$ cat src/rtl/cardinal_vc_out_arbiter.sv
// -----------------------------------------------------------------------------
// cardinal_vc_out_arbiter
//
// Output-port scheduler for one Cardinal ring router link. NUM_REQ packet
// sources (ring pass-through inputs, local NIC injection) compete for one
// output link. Each virtual channel (VC0 = even, VC1 = odd) owns a
// single-entry buffer. The global net polarity splits every cycle into two
// phases that always work on different VCs:
//   fill phase (VC ~polarity): round-robin pick of one requester whose packet
//                              carries that VC, written into the empty buffer
//   send phase (VC  polarity): the buffered packet goes out on the link when
//                              the downstream side is ready
// Because fill and send never touch the same VC in one cycle, a buffer is
// never read and written on the same edge.
//
// Ports
//   clk       in   rising-edge clock
//   reset     in   asynchronous active-high reset
//   polarity  in   global net polarity, toggles every cycle
//   req       in   [NUM_REQ]              requester i holds a valid packet
//   req_data  in   [NUM_REQ*PACKET_SIZE]  requester i at [i*PACKET_SIZE +: PACKET_SIZE]
//   gnt       out  [NUM_REQ]              one-hot grant, combinational
//   out_so    out  registered 1-cycle send strobe to the link
//   out_ro    in   downstream ready
//   out_do    out  [PACKET_SIZE]          registered packet to the link
//   buf_full  out  [2]                    per-VC buffer occupancy
//
// Packets use [0:PACKET_SIZE-1] ordering; bit [0] (the MSB) is the VC bit.
// -----------------------------------------------------------------------------
module cardinal_vc_out_arbiter #(
  parameter int PACKET_SIZE = 64,
  parameter int NUM_REQ     = 3,
  parameter int PTR_W       = 2
) (
  input  logic                             clk,
  input  logic                             reset,
  input  logic                             polarity,
  input  logic [NUM_REQ-1:0]               req,
  input  logic [0:NUM_REQ*PACKET_SIZE-1]   req_data,
  output logic [NUM_REQ-1:0]               gnt,
  output logic                             out_so,
  input  logic                             out_ro,
  output logic [0:PACKET_SIZE-1]           out_do,
  output logic [1:0]                       buf_full
);

  // Wrap a candidate index back into 0..NUM_REQ-1. The operand is always a
  // pointer (< NUM_REQ) plus an offset (< NUM_REQ), so one subtraction is
  // enough; the extra top bit keeps the sum from overflowing.
  function automatic logic [PTR_W:0] rr_wrap(input logic [PTR_W:0] v);
    if (v >= (PTR_W+1)'(NUM_REQ)) begin
      return v - (PTR_W+1)'(NUM_REQ);
    end
    return v;
  endfunction

  // Successor of the winning requester, modulo NUM_REQ.
  function automatic logic [PTR_W-1:0] rr_next(input logic [PTR_W-1:0] w);
    if (w == PTR_W'(NUM_REQ - 1)) begin
      return '0;
    end
    return w + PTR_W'(1);
  endfunction

  logic                     fill_vc;
  logic                     send_vc;
  logic [0:PACKET_SIZE-1]   pkt      [NUM_REQ];
  logic [NUM_REQ-1:0]       pkt_vc;
  logic [NUM_REQ-1:0]       elig;
  logic [PTR_W-1:0]         rr_ptr   [2];
  logic [PTR_W:0]           cand;
  logic                     grant_vld;
  logic [PTR_W-1:0]         win_idx;
  logic [PTR_W-1:0]         win_next;
  logic [0:PACKET_SIZE-1]   fill_data;
  logic [0:PACKET_SIZE-1]   vc_buf   [2];

  assign fill_vc = ~polarity;
  assign send_vc = polarity;

  genvar g;
  generate
    for (g = 0; g < NUM_REQ; g++) begin : g_unpack
      assign pkt[g]    = req_data[g*PACKET_SIZE +: PACKET_SIZE];
      assign pkt_vc[g] = pkt[g][0];
    end
  endgenerate

  // ---- fill phase: eligibility and round-robin arbitration -----------------
  // A requester competes only when its packet belongs to the VC being filled
  // this cycle and that VC's buffer is free. Reset forces the grant vector to
  // zero so nothing is consumed while the block is held in reset.
  always_comb begin
    for (int i = 0; i < NUM_REQ; i++) begin
      elig[i] = req[i] && (pkt_vc[i] == fill_vc) && !buf_full[fill_vc] && !reset;
    end
  end

  always_comb begin
    grant_vld = 1'b0;
    win_idx   = '0;
    cand      = '0;
    for (int k = 0; k < NUM_REQ; k++) begin
      cand = rr_wrap({1'b0, rr_ptr[fill_vc]} + (PTR_W+1)'(k));
      for (int i = 0; i < NUM_REQ; i++) begin
        if (!grant_vld && elig[i] && (cand == (PTR_W+1)'(i))) begin
          grant_vld = 1'b1;
          win_idx   = PTR_W'(i);
        end
      end
    end
  end

  always_comb begin
    gnt       = '0;
    fill_data = '0;
    for (int i = 0; i < NUM_REQ; i++) begin
      gnt[i] = grant_vld && (win_idx == PTR_W'(i));
      if (gnt[i]) begin
        fill_data = pkt[i];
      end
    end
  end

  assign win_next = rr_next(win_idx);

  // ---- buffer write: packet data, no reset needed -------------------------
  // Occupancy is tracked by buf_full; stale contents are never sent because
  // a send requires the full flag, which reset clears.
  always_ff @(posedge clk) begin
    if (grant_vld) begin
      vc_buf[fill_vc] <= fill_data;
    end
  end

  // ---- control state and link output register ------------------------------
  always_ff @(posedge clk or posedge reset) begin
    if (reset) begin
      buf_full  <= 2'b00;
      rr_ptr[0] <= '0;
      rr_ptr[1] <= '0;
      out_so    <= 1'b0;
      out_do    <= '0;
    end else begin
      if (grant_vld) begin
        buf_full[fill_vc] <= 1'b1;
        rr_ptr[fill_vc]   <= win_next;
      end
      // Send phase: drain the buffer of the polarity VC if the link is ready;
      // otherwise the strobe drops and the data lines hold their last value.
      if (buf_full[send_vc] && out_ro) begin
        buf_full[send_vc] <= 1'b0;
        out_so            <= 1'b1;
        out_do            <= vc_buf[send_vc];
      end else begin
        out_so <= 1'b0;
      end
    end
  end

endmodule

$ cat config.mk
export PLATFORM = sky130hd
export DESIGN_NAME = cardinal_vc_out_arbiter
export DESIGN_NICKNAME = d
export VERILOG_FILES = /design/src/rtl/cardinal_vc_out_arbiter.sv
export SDC_FILE = /design/constraint.sdc
export NUM_CORES = 1
export LEC_CHECK = 0
export ABC_AREA = 1
export BUFFER_PORTS_ARGS = -buffer_cell sky130_fd_sc_hd__buf_2
export CAP_MARGIN = 15
export CORE_ASPECT_RATIO = 1.25
export CORE_MARGIN = 4
export CORE_UTILIZATION = 35
export CTS_CLUSTER_SIZE = 24
export DETAILED_ROUTE_END_ITERATION = 7
export PLACE_DENSITY = 0.69
export SYNTH_ARGS = -nofsm -noshare
export SYNTH_HDL_FRONTEND = slang
export SYNTH_SLANG_ARGS = --single-unit
export TNS_END_PERCENT = 1
$ cat constraint.sdc
create_clock -name clk -period 4.47 [get_ports clk]
set_input_delay 0.894 -clock clk [delete_from_list [all_inputs] [get_ports clk]]
set_output_delay 0.894 -clock clk [all_outputs]
set_load 0.01 [all_outputs]
==> reports/results.ini <==
[clock_network]
cts_resized = 0
clkLatencyLatePin_ns = 0.42
clockBufferDepth = 2
root_buffer = clkbuf_16
cts.clk_slew.worst_paths_ns = 0.07
h-tree-depth = 4
cts_setup_buffers = 0
cts_tree = done
cts_hold_buffers = 0
clock-sinks = 199
numCtsBuffers = 17

[sta]
period_needed_ns = 4.06
rsz0062_at_grt = no
hold_viol = 0
tightestPinTransition_ns = 0.745
slew_headroom_pct = 50.2
fin_hold_ws_ns = 0.443
fmax_mhz = 246
fin_crit_sh_pct = 90.9
setup_viol_count_final = 0
setup_slack_ns = 0.405
slew_violations = 0
setup_tns_ns = 0
finClkSkew_ns = 0.00840

[pwr]
power_mw = 5.96
peakVddDrop_mv = 0.244
powerDensity_nw_per_um2 = 562
p_leak_nw = 4.88

[synthesis]
synth_seq_cells = 199
synth_ff_type = edfxtp_1
syn_area_um2 = 8410
synth_xor_area_share_pct = 0.193
yosys.area_share.simple_pct = 22.1
ys_top_cells_by_count = nand2_1, nand3_1, edfxtp_1
synth_top_area_share_pct = 45.7
synthMuxAreaShare_pct = 0
post-synth-top-area-cell = edfxtp_1
synth_fp_nets = 983
synth_edf_count = 128
async_flop_share_pct = 35.7
ys_seq_area_share_pct = 66.8
yosys_warnings = 0
synth_top_family_by_area = simple AND/OR/NAND/NOR gates
ys_types = 27
netlist_instances = 782
yosysMostFrequentCell = nand2_1
synthAdderAreaFrac_pct = 0.298
syn_avg_cell_area_um2 = 10.8
synth_compound_gate_area_share_pct = 6.31
synthTopCellsByArea = edfxtp_1, dfrtp_1, nand2_1, nand3_1, a22oi_1

[global_route]
grt_pass1_wl_um = 33000
grtUsageTotal_pct = 15.5
gr-total-overflow = 0
antenna_found_initial = 0
grt_max_degree = 66
first_global_vias = 6445

[die]
fp-row-count = 63
die_h_um = 181
die_x_um = 147
dieArea_um2 = 26600
start_util_pct = 35.4
pin_count = 269
coreArea_um2 = 23700

[setup_path]
ff2ff_path_depth = 15
reg2reg_to = vc_buf[1][27]$_DFFE_PP_
cpMaxStageDelayCell = ha_1
critPathArrivalTime_ns = 3.17
path_cells = buf_2 -> inv_2 -> or2_2 -> o21ai_0 -> inv_1 -> ha_1 -> nand4_1 -> inv_1 -> nor2_1 -> a31oi_1 -> nand2_2 -> nor2_4 -> and2_1 -> buf_2
rr_startpoint = rr_ptr[3]$_DFFE_PP0P_
critPathMaxStageDelay_ns = 0.33
reg2reg_slack_ns = 1.35
crit_path_start_kind = input port
crit_fanout = 13
critical_path.endpoint = gnt[0]
crit_type = in2out
critical_path.startpoint = polarity
cp-end-kind = output port
required_ns = 3.58

[detailed_routing]
postRouteAntennaNets = 0
drtIter0Drc = 375
dr.pass1.iters = 4
via_per_inst = 4.78
dr_total_vias = 6565
totalWireLength_um = 20900
post_drt_wl_per_cell_um = 15.2
drc = 0

[layout]
post-route-util_pct = 44.7
area_delta_synth_final_pct = 26.2
finalInstanceArea_um2 = 10600
nNetsFinal = 1235
final.fill_count = 2202
layout-drive-gt1-share_pct = 32.1
antenna_cells = 0
fin_cells = 1372

[run_status]
status = finished clean

[min_path]
hp-class = reg2reg

[placed_design]
preCtsSetupSlack_ns = 0.404
placed_cell_area_um2 = 10000
dp_cells = 1340
dp_hpwl_um = 14000
port_buffers = 268
globalplace.congestion = 0.810

[job]
drv_cap = 0

-- cell usage in the layout (no fill, tap or decap), drive strengths merged --
master    netlist  final
dfrtp          71     71
a22oi          64     64
edfxtp        128    128
clkbuf         17     18
a31oi           1      1
nor2            8      8
or2             2      2
clkinv          0      4
nand4           2      2
clkinvlp        0      2
ha              2      2
inv            22     28
xor2            1      1
and3            1      1
nand2         286    286
o21ai           5      5
and2            1      1
a21oi           3      3
buf            33    283
nand3         135    135
bufinv          0      2
-- per-layer routing --
layer	vias up	global-route usage, %	wire length, µm
met1	3139	18.3	8660
met2	188	28.1	10800
met5	-	0	0
met3	21	3.14	1010
li1	3217	-	-
met4	0	5.01	371
-- worst min-delay path by stage --
stage                                        from                endpoint  cells past startpoint
after global routing      vc_buf[0][58]$_DFFE_PP_   out_do[5]$_DFFE_PP0P_                      2
after detailed placement  vc_buf[0][21]$_DFFE_PP_  out_do[42]$_DFFE_PP0P_                      2
after CTS                 vc_buf[0][11]$_DFFE_PP_  out_do[52]$_DFFE_PP0P_                      2
final                     vc_buf[0][11]$_DFFE_PP_  out_do[52]$_DFFE_PP0P_                      2
after global placement     vc_buf[0][2]$_DFFE_PP_  out_do[61]$_DFFE_PP0P_                      2
after floorplan           vc_buf[0][63]$_DFFE_PP_   out_do[0]$_DFFE_PP0P_                      2
-- worst max-delay path, delay by kind of cell --
kind            cells  cell delay [ns]
simple gates        6             0.91
buf+inv             5             0.70
compound gates      2             0.33
fa+ha+maj           1             0.33
-- power breakdown --
part / internal [mW] / leakage, nW / switching [mW]
Combinational: 0.604 / 2.51 / 1.07
Sequential: 2.55 / 2.08 / 0.212
Clock: 0.844 / 0.290 / 0.683
-- state kept, by name (all words and copies together) (netlist names) --
register,count
buf_full,2
out_do,64
out_so,1
rr_ptr,4
vc_buf,128
-- cell type report --
| class | instances | area, µm² | share of cell area [%] |
|---|---|---|---|
| well taps | 325 | 407 | 3.83 |
| repair buffers | 283 | 1450 | 13.7 |
| clock inverters | 14 | 163 | 1.53 |
| inverters | 22 | 86.3 | 0.814 |
| multi-input cells | 511 | 2450 | 23.1 |
| flip-flops and latches | 199 | 5620 | 53.0 |
| clock buffers | 18 | 429 | 4.05 |
-- kinds of logic (layout without fill, tap and decap cells) --
logic type,count (synthesis),after routing
flops,199,199
buf+inv,72,337
xor+xnor,1,1
fa+ha+maj,2,2
compound gates,73,73
simple gates,435,435
No activity file was read; power rests on OpenSTA's default activity.
